### src/rtl/msi_pkg.sv
// Shared types for the MSI L1 controller: line states, bus command codes,
// controller FSM states and the snoop response rules.
package msi_pkg;

    typedef enum logic [1:0] {
        LINE_I = 2'd0,
        LINE_S = 2'd1,
        LINE_M = 2'd2
    } line_state_e;

    localparam logic [1:0] CMD_NONE   = 2'd0;
    localparam logic [1:0] CMD_BUSRD  = 2'd1;
    localparam logic [1:0] CMD_BUSRDX = 2'd2;
    localparam logic [1:0] CMD_WB     = 2'd3;

    typedef enum logic [2:0] {
        IDLE       = 3'd0,
        LOOKUP     = 3'd1,
        EVICT_REQ  = 3'd2,
        EVICT_WAIT = 3'd3,
        MISS_REQ   = 3'd4,
        MISS_WAIT  = 3'd5,
        RESP       = 3'd6
    } fsm_state_e;

    function automatic line_state_e snoop_next_state(input logic [1:0] cmd,
                                                     input line_state_e st);
        line_state_e nxt;
        nxt = st;
        if (cmd == CMD_BUSRD && st == LINE_M) begin
            nxt = LINE_S;
        end else if (cmd == CMD_BUSRDX && st != LINE_I) begin
            nxt = LINE_I;
        end
        return nxt;
    endfunction

    function automatic logic snoop_flushes(input logic [1:0] cmd,
                                           input line_state_e st);
        return (st == LINE_M) && (cmd == CMD_BUSRD || cmd == CMD_BUSRDX);
    endfunction

endpackage

### src/rtl/msi_line_array.sv
// Direct-mapped tag/state/data storage with one processor port and one
// combinational snoop lookup port; snoop state writes win on a shared index.
module msi_line_array
    import msi_pkg::*;
#(
    parameter int NUM_LINES = 4,
    parameter int TAG_W     = 6,
    parameter int DATA_W    = 8,
    parameter int IDX_W     = $clog2(NUM_LINES)
) (
    input  logic              clk,
    input  logic              reset,

    input  logic [IDX_W-1:0]  p_idx,
    output logic [TAG_W-1:0]  p_tag,
    output line_state_e       p_state,
    output logic [DATA_W-1:0] p_data,
    input  logic              p_tag_we,
    input  logic [TAG_W-1:0]  p_tag_wr,
    input  logic              p_state_we,
    input  line_state_e       p_state_wr,
    input  logic              p_data_we,
    input  logic [DATA_W-1:0] p_data_wr,

    input  logic [IDX_W-1:0]  s_idx,
    output logic [TAG_W-1:0]  s_tag,
    output line_state_e       s_state,
    output logic [DATA_W-1:0] s_data,
    input  logic              s_state_we,
    input  line_state_e       s_state_wr
);

    logic [TAG_W-1:0]  tag_q   [NUM_LINES];
    line_state_e       state_q [NUM_LINES];
    logic [DATA_W-1:0] data_q  [NUM_LINES];

    assign p_tag   = tag_q[p_idx];
    assign p_state = state_q[p_idx];
    assign p_data  = data_q[p_idx];
    assign s_tag   = tag_q[s_idx];
    assign s_state = state_q[s_idx];
    assign s_data  = data_q[s_idx];

    // The snoop write is issued last so it overrides a processor write to the same line.
    always_ff @(posedge clk) begin
        if (!reset) begin
            for (int i = 0; i < NUM_LINES; i++) begin
                state_q[i] <= LINE_I;
            end
        end else begin
            if (p_state_we) begin
                state_q[p_idx] <= p_state_wr;
            end
            if (s_state_we) begin
                state_q[s_idx] <= s_state_wr;
            end
        end
    end

    always_ff @(posedge clk) begin
        if (p_tag_we) begin
            tag_q[p_idx] <= p_tag_wr;
        end
        if (p_data_we) begin
            data_q[p_idx] <= p_data_wr;
        end
    end

endmodule

### src/rtl/msi_l1_ctrl.sv
// MSI L1 cache controller: processor request FSM, bus master side and snoop responder.
//
// state      | meaning
// IDLE       | waiting for req; request fields latched on accept
// LOOKUP     | tag/state compare on the latched request
// EVICT_REQ  | bus requested for a dirty victim writeback
// EVICT_WAIT | writeback granted, waiting for bus_done
// MISS_REQ   | bus requested for BusRd/BusRdX
// MISS_WAIT  | fill granted, waiting for bus_done
// RESP       | drive ready/p_rdata for one cycle
module msi_l1_ctrl
    import msi_pkg::*;
#(
    parameter int ADDR_W    = 8,
    parameter int DATA_W    = 8,
    parameter int NUM_LINES = 4
) (
    input  logic              clk,
    input  logic              reset,
    input  logic              req,
    input  logic              p_func,
    input  logic [ADDR_W-1:0] p_addr,
    input  logic [DATA_W-1:0] p_wdata,
    output logic [DATA_W-1:0] p_rdata,
    output logic              ready,
    output logic              bus_req,
    input  logic              bus_gnt,
    output logic [1:0]        bus_cmd,
    output logic [ADDR_W-1:0] bus_addr,
    output logic [DATA_W-1:0] bus_wdata,
    input  logic [DATA_W-1:0] bus_rdata,
    input  logic              bus_done,
    input  logic              snp_valid,
    input  logic [1:0]        snp_cmd,
    input  logic [ADDR_W-1:0] snp_addr,
    output logic              snp_flush,
    output logic [DATA_W-1:0] snp_data
);

    localparam int IDX_W = $clog2(NUM_LINES);
    localparam int TAG_W = ADDR_W - IDX_W;

    fsm_state_e        state;
    logic [ADDR_W-1:0] req_addr;
    logic              req_func;
    logic [DATA_W-1:0] req_wdata;

    logic [IDX_W-1:0]  req_idx;
    logic [TAG_W-1:0]  req_tag;
    logic [IDX_W-1:0]  snp_idx;
    logic [TAG_W-1:0]  snp_tag;
    logic [1:0]        miss_cmd;

    logic [TAG_W-1:0]  line_tag;
    line_state_e       line_state;
    logic [DATA_W-1:0] line_data;
    logic [TAG_W-1:0]  snp_line_tag;
    line_state_e       snp_line_state;
    logic [DATA_W-1:0] snp_line_data;

    logic              p_tag_we;
    logic              p_state_we;
    line_state_e       p_state_wr;
    logic              p_data_we;
    logic [DATA_W-1:0] p_data_wr;

    logic              snp_hit;
    logic              snp_state_we;
    line_state_e       snp_state_wr;
    logic              snp_do_flush;
    logic              line_hit;
    logic              lookup_stall;
    logic              victim_snooped;

    assign req_idx  = req_addr[IDX_W-1:0];
    assign req_tag  = req_addr[ADDR_W-1:IDX_W];
    assign snp_idx  = snp_addr[IDX_W-1:0];
    assign snp_tag  = snp_addr[ADDR_W-1:IDX_W];
    assign miss_cmd = req_func ? CMD_BUSRDX : CMD_BUSRD;

    assign snp_hit        = snp_valid && (snp_line_state != LINE_I) && (snp_line_tag == snp_tag);
    assign snp_state_wr   = snoop_next_state(snp_cmd, snp_line_state);
    assign snp_state_we   = snp_hit && (snp_state_wr != snp_line_state);
    assign snp_do_flush   = snp_hit && snoop_flushes(snp_cmd, snp_line_state);
    assign line_hit       = (line_state != LINE_I) && (line_tag == req_tag);
    assign lookup_stall   = snp_valid && (snp_idx == req_idx);
    assign victim_snooped = snp_state_we && (snp_idx == req_idx);

    always_comb begin
        p_tag_we   = 1'b0;
        p_state_we = 1'b0;
        p_state_wr = LINE_I;
        p_data_we  = 1'b0;
        p_data_wr  = req_func ? req_wdata : bus_rdata;
        case (state)
            LOOKUP: begin
                if (!lookup_stall && req_func && line_hit && line_state == LINE_M) begin
                    p_data_we = 1'b1;
                end
            end
            EVICT_WAIT: begin
                if (bus_done) begin
                    p_state_we = 1'b1;
                end
            end
            MISS_WAIT: begin
                if (bus_done) begin
                    p_tag_we   = 1'b1;
                    p_data_we  = 1'b1;
                    p_state_we = 1'b1;
                    p_state_wr = req_func ? LINE_M : LINE_S;
                end
            end
            default: ;
        endcase
    end

    msi_line_array #(
        .NUM_LINES (NUM_LINES),
        .TAG_W     (TAG_W),
        .DATA_W    (DATA_W),
        .IDX_W     (IDX_W)
    ) u_lines (
        .clk        (clk),
        .reset      (reset),
        .p_idx      (req_idx),
        .p_tag      (line_tag),
        .p_state    (line_state),
        .p_data     (line_data),
        .p_tag_we   (p_tag_we),
        .p_tag_wr   (req_tag),
        .p_state_we (p_state_we),
        .p_state_wr (p_state_wr),
        .p_data_we  (p_data_we),
        .p_data_wr  (p_data_wr),
        .s_idx      (snp_idx),
        .s_tag      (snp_line_tag),
        .s_state    (snp_line_state),
        .s_data     (snp_line_data),
        .s_state_we (snp_state_we),
        .s_state_wr (snp_state_wr)
    );

    always_ff @(posedge clk) begin
        if (!reset) begin
            state     <= IDLE;
            req_addr  <= '0;
            req_func  <= 1'b0;
            req_wdata <= '0;
            ready     <= 1'b0;
            p_rdata   <= '0;
            bus_req   <= 1'b0;
            bus_cmd   <= CMD_NONE;
            bus_addr  <= '0;
            bus_wdata <= '0;
            snp_flush <= 1'b0;
            snp_data  <= '0;
        end else begin
            ready     <= 1'b0;
            snp_flush <= snp_do_flush;
            snp_data  <= snp_do_flush ? snp_line_data : '0;
            case (state)
                IDLE: begin
                    if (req) begin
                        req_addr  <= p_addr;
                        req_func  <= p_func;
                        req_wdata <= p_wdata;
                        state     <= LOOKUP;
                    end
                end
                LOOKUP: begin
                    if (!lookup_stall) begin
                        if (line_hit && (!req_func || line_state == LINE_M)) begin
                            state <= RESP;
                        end else if (!line_hit && line_state == LINE_M) begin
                            bus_req   <= 1'b1;
                            bus_cmd   <= CMD_WB;
                            bus_addr  <= {line_tag, req_idx};
                            bus_wdata <= line_data;
                            state     <= EVICT_REQ;
                        end else begin
                            // Covers both a clean miss and the S->M upgrade (write on S).
                            bus_req  <= 1'b1;
                            bus_cmd  <= miss_cmd;
                            bus_addr <= req_addr;
                            state    <= MISS_REQ;
                        end
                    end
                end
                EVICT_REQ: begin
                    if (victim_snooped) begin
                        bus_req <= 1'b0;
                        bus_cmd <= CMD_NONE;
                        state   <= MISS_REQ;
                    end else if (bus_gnt) begin
                        bus_req <= 1'b0;
                        state   <= EVICT_WAIT;
                    end
                end
                EVICT_WAIT: begin
                    if (bus_done) begin
                        bus_req  <= 1'b1;
                        bus_cmd  <= miss_cmd;
                        bus_addr <= req_addr;
                        state    <= MISS_REQ;
                    end
                end
                MISS_REQ: begin
                    if (bus_req && bus_gnt) begin
                        bus_req <= 1'b0;
                        state   <= MISS_WAIT;
                    end else begin
                        bus_req  <= 1'b1;
                        bus_cmd  <= miss_cmd;
                        bus_addr <= req_addr;
                    end
                end
                MISS_WAIT: begin
                    if (bus_done) begin
                        bus_cmd <= CMD_NONE;
                        state   <= RESP;
                    end
                end
                RESP: begin
                    ready   <= 1'b1;
                    p_rdata <= line_data;
                    state   <= IDLE;
                end
                default: state <= IDLE;
            endcase
        end
    end

endmodule

### config.mk
export PLATFORM = sky130hd
export DESIGN_NAME = msi_l1_ctrl
export DESIGN_NICKNAME = d
export VERILOG_FILES = /design/src/rtl/msi_pkg.sv /design/src/rtl/msi_line_array.sv /design/src/rtl/msi_l1_ctrl.sv
export SDC_FILE = /design/constraint.sdc
export NUM_CORES = 1
export LEC_CHECK = 0
export ABC_AREA = 1
export BUFFER_PORTS_ARGS = -buffer_cell sky130_fd_sc_hd__clkbuf_2
export CAP_MARGIN = 20
export CORE_MARGIN = 8
export CORE_UTILIZATION = 60
export DETAILED_ROUTE_END_ITERATION = 10
export PLACE_DENSITY = 0.81
export SYNTH_ARGS = -nofsm -noshare
export SYNTH_HDL_FRONTEND = slang
export SYNTH_SLANG_ARGS = --single-unit
### constraint.sdc
create_clock -name clk -period 6.6 [get_ports clk]
set_input_delay 0.33 -clock clk [delete_from_list [all_inputs] [get_ports clk]]
set_output_delay 0.33 -clock clk [all_outputs]
set_load 0.03 [all_outputs]
==> reports/summary.txt, run 1 <==
Status -> finished, final reports clean
Hold Path Class -> in -> reg
Die height -> 115 um
Yosys reg bits -> 123
Ports -> 78
GRT overflow -> 0
Hold Path Stages -> 3
Clock Skew -> 0.00984 ns
Total CTS buffers -> 17
Iter 0 DRT Violations -> 549
Slew headroom -> 42.4%
Area contributors post-synth -> edfxtp_1, dfxtp_1, nand2_1, o21ai_0, nor2_1
Buffers & Inverters on Critical Path -> 2
CTS-repair resized insts -> 0
Root buf cell -> clkbuf_8
Cell depth of the worst flop-to-flop path -> 10
Fin Setup TNS -> 0 ns
Placed Cells -> 915
Hold violation total from the final report -> 0
Pwr/cell area -> 380 mW/mm^2
Detailed-route via count -> 5425
Area leader, netlist -> edfxtp_1
H-tree depth -> 4
FMAX -> 334 MHz
Total Routing Usage GR -> 25.5%
Yosys warns -> 0
Post-synth cell types -> 34
Peak supply drop -> 0.000292 V
Slowest-stage cell, CP -> dfxtp_1
Largest delay share family, worst path -> simple AND/OR/NAND/NOR gates
Die W -> 115 um
FILL cells -> 757
Initial antenna violation count -> 0
Layout area overhead -> 16.8%
Vias per std cell -> 5.72
Max Slew Vio Count -> 0
Share of the synthesized area in the top cell type -> 32.9%
Setup Buffers After CTS -> 0
Crit share post-route -> 45.3%
Tmin final -> 2.99 ns
Setup slack after layout -> 3.61 ns
Slew at the pin closest to its max-slew limit -> 0.864 ns
Clock Latency Late Sink -> 0.53 ns
GP Congestion -> 0.971
RSZ-0062 raised after global routing -> false
Synthesized area -> 0.00585 mm^2
Final WL -> 16200 um
Die ar. -> 0.0132 mm^2
Clk slew on worst S/H paths -> 0.06 ns
Largest net degree at the start of global routing -> 51
Post-placement setup slack -> 3.67 ns
CTS tree -> done
Crit-path cells -> inv_2 > nand3_1 > nand2_1 > nand2_1 > nand3_1 > nor2_1 > nand2_2 > o21ai_0 > inv_1 > nor2_1
NumNets Final -> 845
Avg WL per Cell -> 17.1 um
Fin cells -> 948
Number of max-cap violations -> 0
ANT nets after route -> 0
First-pass GRT wire length -> 25800 um
Avg Cell Area, Syn -> 8.03 um^2
DRC viols -> 0
Post-detail-place hpwl -> 11800 um
Net count after synthesis -> 771
Layout cells sized above 1 -> 16.1%
Count leader, synth -> nand2_1
EDFF count, synth -> 64
Critical path depth -> 10
Hold buffer count at cts -> 0
Diode count -> 0
Synth async-reset ratio -> 0%
Leakage -> 0.00301 uW
Max clock buf depth -> 2
Std cell rows -> 36
# port buffers -> 77
Initial Utilization -> 60.9%
Commonest cells in the netlist -> nand2_1, o21ai_0, nor2_1
Setup crit end kind -> register
# setup viols final -> 0
Data required time at the worst endpoint -> 6.76 ns
Drt first pass iters -> 5
Crit path largest cell delay -> 0.72 ns
Startpoint Class -> register
Post-Syn Instances -> 728
Critical setup path kind -> reg -> reg
Dominant synthesized flop cell -> edfxtp_1
Worst-path fanout max -> 17
Number of global-route vias before repair -> 5137
Core area -> 0.00959 mm^2
Register area share after synthesis -> 53.1%
CP arrival -> 3.15 ns
Clock sinks -> 123
through the flow:
step	hold WS [ns]	power, uW	utilization, %	instance area [um^2]
2_1_floorplan	0.425	1530	-	5850
3_3_place_gp	0.435	1710	65.3	6270
3_5_place_dp	0.440	1730	65.3	6270
4_1_cts	0.0637	2580	71.0	6810
5_1_grt	0.0942	2720	71.2	6830
6_report	0.0761	2590	71.2	6830
worst register-to-register path: cells and delay by family (launching register included):
kind	cells	cell delay, ns
AND/OR/NAND/NOR	7	1.33
buffers and inverters	2	0.41
AO/OA/AOI/OAI	1	0.17
flip-flops	1	0.72
worst paths after layout:
kind	startpoint	to	slack (ns)
worst min-delay path	p_wdata[6]	req_wdata[6]$_SDFFE_PN0P_	0.08
worst max-delay path	register	u_lines.data_q[1][6]$_DFFE_PP_	3.61
worst max register to register	register	u_lines.data_q[1][6]$_DFFE_PP_	3.61
worst min register to register	req_wdata[6]$_SDFFE_PN0P_	req_wdata[6]$_SDFFE_PN0P_	0.45
logic make-up (layout without fill, tap and decap cells):
kind of cell             count (synthesis)  in the layout  share of synthesized area [%]
flip-flops                             123            123                           53.1
AO/OA/AOI/OAI                          150            150                           13.6
XOR/XNOR                                 1              1                          0.150
buffers and inverters                  100            187                           7.26
AND/OR/NAND/NOR                        352            352                           25.5
adder cells (fa/ha/maj)                  2              2                          0.428
power by group:
group | total, uW | switching, uW | internal [uW] | leakage [uW]
Sequential | 1000 | 81.4 | 921 | 0.00107
Clock | 846 | 346 | 500 | 0.000272
Combinational | 747 | 539 | 208 | 0.00166
flip-flops by register name, summed over array words and instances, names as in the netlist, named ones only:
name	flops
u_lines.data_q	32
bus_wdata	8
p_rdata	8
req_func	1
snp_data	8
snp_flush	1
req_wdata	8
bus_req	1
state	3
bus_addr	8
req_addr	8
u_lines.tag_q	24
u_lines.state_q	8
bus_cmd	2
ready	1
metal layers:
layer | part of all wire (%) | wire, um | vias up | track usage [%]
met4 | 1.9 | 309 | 0 | 9.72
met5 | 0 | 0 | - | 0
met3 | 12 | 1920 | 47 | 7.33
met2 | 44 | 7170 | 346 | 38.1
li1 | - | - | 2571 | -
met1 | 42 | 6820 | 2461 | 34.2
cell usage in the layout (no fill, tap or decap):
master and n:
xor2_1 1, clkbuf_2 79, nor2_2 5, a311oi_1 1
clkbuf_16 17, a21oi_1 52, edfxtp_1 64, a21oi_2 1
inv_4 3, nor3_2 1, o211ai_1 2, o21ai_1 3
ha_1 2, o21ai_0 82, nand3_1 50, nor2_1 77
nand3b_1 6, clkinv_2 2, nor4_1 1, buf_4 2
clkinvlp_4 2, buf_8 1, clkinv_1 2, inv_6 4
inv_1 68, nor2_4 2, a221oi_1 8, nor4b_1 1
inv_2 5, nand2_1 190, nand2_4 1, clkbuf_8 2
nor3_1 11, dfxtp_1 59, nand3_2 1, o22ai_1 1
nand2_2 3, nand4_1 3
cell type report:
type,count,area [um^2],area share [%]
inverters,75,282,4.12
flip-flops and latches,123,3100,45.5
well taps,133,166,2.44
repair buffers,80,415,6.09
clock inverters,11,78.8,1.15
multi-input cells,505,2320,34.0
clock buffers,21,463,6.78
Power figures use the tool's default switching activity.
==> inputs of run 2 (changes only) <==
- ABC_AREA: 1 -> 0
- CORE_UTILIZATION: 60 -> 58
- PLACE_DENSITY: 0.81 -> 0.78
- clock period: 6.6 -> 3.1 ns (I/O delays scaled with it)
==> run 2 against run 1 <==
Effect of this change: combinational power is 77% higher; wire length down 13%; first-iteration DRC count fell by 20%.
==> reports/summary.txt, run 2 <==
Reg power frac -> 39.3%
Avg Cell Area, Syn -> 12.6 um^2
Share of the synthesized area in the top cell type -> 32.7%
ANT nets after route -> 0
DRC viols -> 0
Peak supply drop -> 0.000409 V
Clock Skew -> 0.00700 ns
Ports -> 78
Commonest cells after routing, fill and taps aside -> clkbuf_2, nand2_1, edfxtp_1, dfxtp_1, a21oi_1
Area contributors post-synth -> edfxtp_1, dfxtp_1, mux4_2, mux4_1, nand2_1
Sw Ratio -> 31.5%
Pwr/cell area -> 730 mW/mm^2
Avg WL per Cell -> 19.7 um
Die W -> 117 um
Final instance area -> 0.00715 mm^2
Diode count -> 0
Drt first pass iters -> 5
Largest delay share family, worst path -> multiplexers
Largest net degree at the start of global routing -> 43
Vias per std cell -> 5.88
Sw Pwr -> 1640 uW
Worst-path fanout max -> 8
Clock Latency Late Sink -> 0.52 ns
Setup crit end kind -> register
H-tree depth -> 4
Biggest register -> u_lines.data_q
Core area -> 0.00982 mm^2
Die height -> 117 um
Post-Syn Instances -> 466
Synth async-reset ratio -> 0%
Layout cells sized above 1 -> 30.1%
Max clock buf depth -> 2
Startpoint Class -> register
Clk slew on worst S/H paths -> 0.06 ns
Crit-path cells -> mux4_2 > xnor2_2 > o2111ai_4 > nor2_1 > a41oi_1 > nor3_1 > buf_4
Commonest cells in the netlist -> nand2_1, edfxtp_1, dfxtp_1
CTS-repair resized insts -> 0
Max FFs per register -> 32
Fin Setup TNS -> 0 ns
Crit path largest cell delay -> 0.61 ns
Int Power -> 3570 uW
CP arrival -> 3.03 ns
Slew at the pin closest to its max-slew limit -> 0.740 ns
Post-detail-place hpwl -> 9990 um
# setup viols final -> 0
Post-synth cell types -> 62
NumNets Final -> 611
EDFF count, synth -> 64
Most common cell after layout, fill and taps aside -> clkbuf_2
Slew headroom -> 50.6%
Final WL -> 14000 um
Initial antenna violation count -> 0
Buffers & Inverters on Critical Path -> 1
Root buf cell -> clkbuf_8
Setup slack after layout -> 0.295 ns
Area leader, netlist -> edfxtp_1
Die ar. -> 0.0136 mm^2
Net count after synthesis -> 509
Detailed-route via count -> 4199
Total Routing Usage GR -> 22.0%
FMAX -> 357 MHz
Post-placement setup slack -> 0.343 ns
Max Slew Vio Count -> 0
Count leader, synth -> nand2_1
Data required time at the worst endpoint -> 3.32 ns
Clock group share of total power -> 35.4%
Iter 0 DRT Violations -> 441
Hold Path Class -> in -> reg
Total Power -> 5220 uW
Initial Utilization -> 59.8%
Tmin final -> 2.80 ns
FILL cells -> 670
First-pass GRT wire length -> 22300 um
Placement Cell Area -> 0.00639 mm^2
RSZ-0062 raised after global routing -> false
Synthesized area -> 0.00588 mm^2
Register area share after synthesis -> 52.8%
Top Registers -> u_lines.data_q: 32 flops, u_lines.tag_q: 24 flops
CTS tree -> done
GRT overflow -> 0
Hold violation total from the final report -> 0
Yosys reg bits -> 123
Layout area overhead -> 21.6%
Dominant synthesized flop cell -> edfxtp_1
Comb power frac -> 25.3%
Reg2Reg Setup Slack -> 0.30 ns
GP Congestion -> 0.899
Critical setup path kind -> reg -> reg
Leakage -> 0.00280 uW
Slowest-stage cell, CP -> mux4_2
Crit share post-route -> 90.5%
Std cell rows -> 36
Number of max-cap violations -> 0
Number of global-route vias before repair -> 4245
Yosys warns -> 0
Total CTS buffers -> 17
Clock sinks -> 123
# port buffers -> 77
Status -> finished, final reports clean
[run 2: path summary, 6_finish.rpt]
check,startpoint,end,depth (start not counted)
hold / removal,bus_rdata[2],u_lines.data_q[0][2]$_DFFE_PP_,2
setup reg to reg,register,u_lines.data_q[0][6]$_DFFE_PP_,7
hold reg to reg,req_wdata[1]$_SDFFE_PN0P_,req_wdata[1]$_SDFFE_PN0P_,2
setup / recovery,register,u_lines.data_q[0][6]$_DFFE_PP_,7
[run 2: power by group through the flow]
stage	registers, uW	logic [uW]	clock network (uW)
2_1_floorplan	2120	960	0
4_1_cts	2050	1320	1870
3_5_place_dp	2080	1300	0
6_report	2050	1320	1840
5_1_grt	2080	1430	1930
3_3_place_gp	2070	1270	0
[run 2: layout make-up]
class / instances / area (um^2) / area share, %
tap: 133 / 166 / 2.33
timing repair buffer: 112 / 698 / 9.77
clock inverter: 12 / 124 / 1.73
inverter: 9 / 33.8 / 0.473
sequential: 123 / 3100 / 43.4
multi-input combinational: 305 / 2590 / 36.2
clock buffer: 20 / 435 / 6.09
[run 2: worst reg2reg max path: stages, from the launching register on]
cell       delay, ns
dfxtp_1         0.56
mux4_2          0.61
xnor2_2         0.20
o2111ai_4       0.24
nor2_1          0.16
a41oi_1         0.26
nor3_1          0.27
buf_4           0.21
[run 2: through the flow]
step / hold WS [ns] / instances / utilization [%]
floorplan: 0.291 / 466 / -
global placement: 0.379 / 662 / 65.0
detailed placement: 0.384 / 662 / 65.0
CTS: 0.00457 / 714 / 72.8
global route: 0.00587 / 714 / 72.8
finish: 0.0221 / 714 / 72.8
[run 2: logic make-up after synthesis]
logic type               Yosys count  share of synthesized area (%)
flip-flops                       123                           52.8
multiplexers                      64                           18.6
AND/OR/NAND/NOR                  147                           12.2
AO/OA/AOI/OAI                     78                           9.92
adder cells (fa/ha/maj)            2                          0.426
XOR/XNOR                          14                           2.85
buffers and inverters             38                           3.19
[run 2: metal layers]
metal | track usage, % | wire, um | vias to the layer above
met2 | 33.9 | 6510 | 233
met1 | 28.2 | 5940 | 1992
met4 | 8.45 | 238 | 0
met3 | 7.24 | 1350 | 28
li1 | - | - | 1946
met5 | 0 | 0 | -
[run 2: repair_timing]
action                                  4_1_cts  5_1_grt
hold buffers                                 20        0
endpoints found under the setup margin        0        0
setup buffers                                 0        0
hold endpoints to repair                     26        0
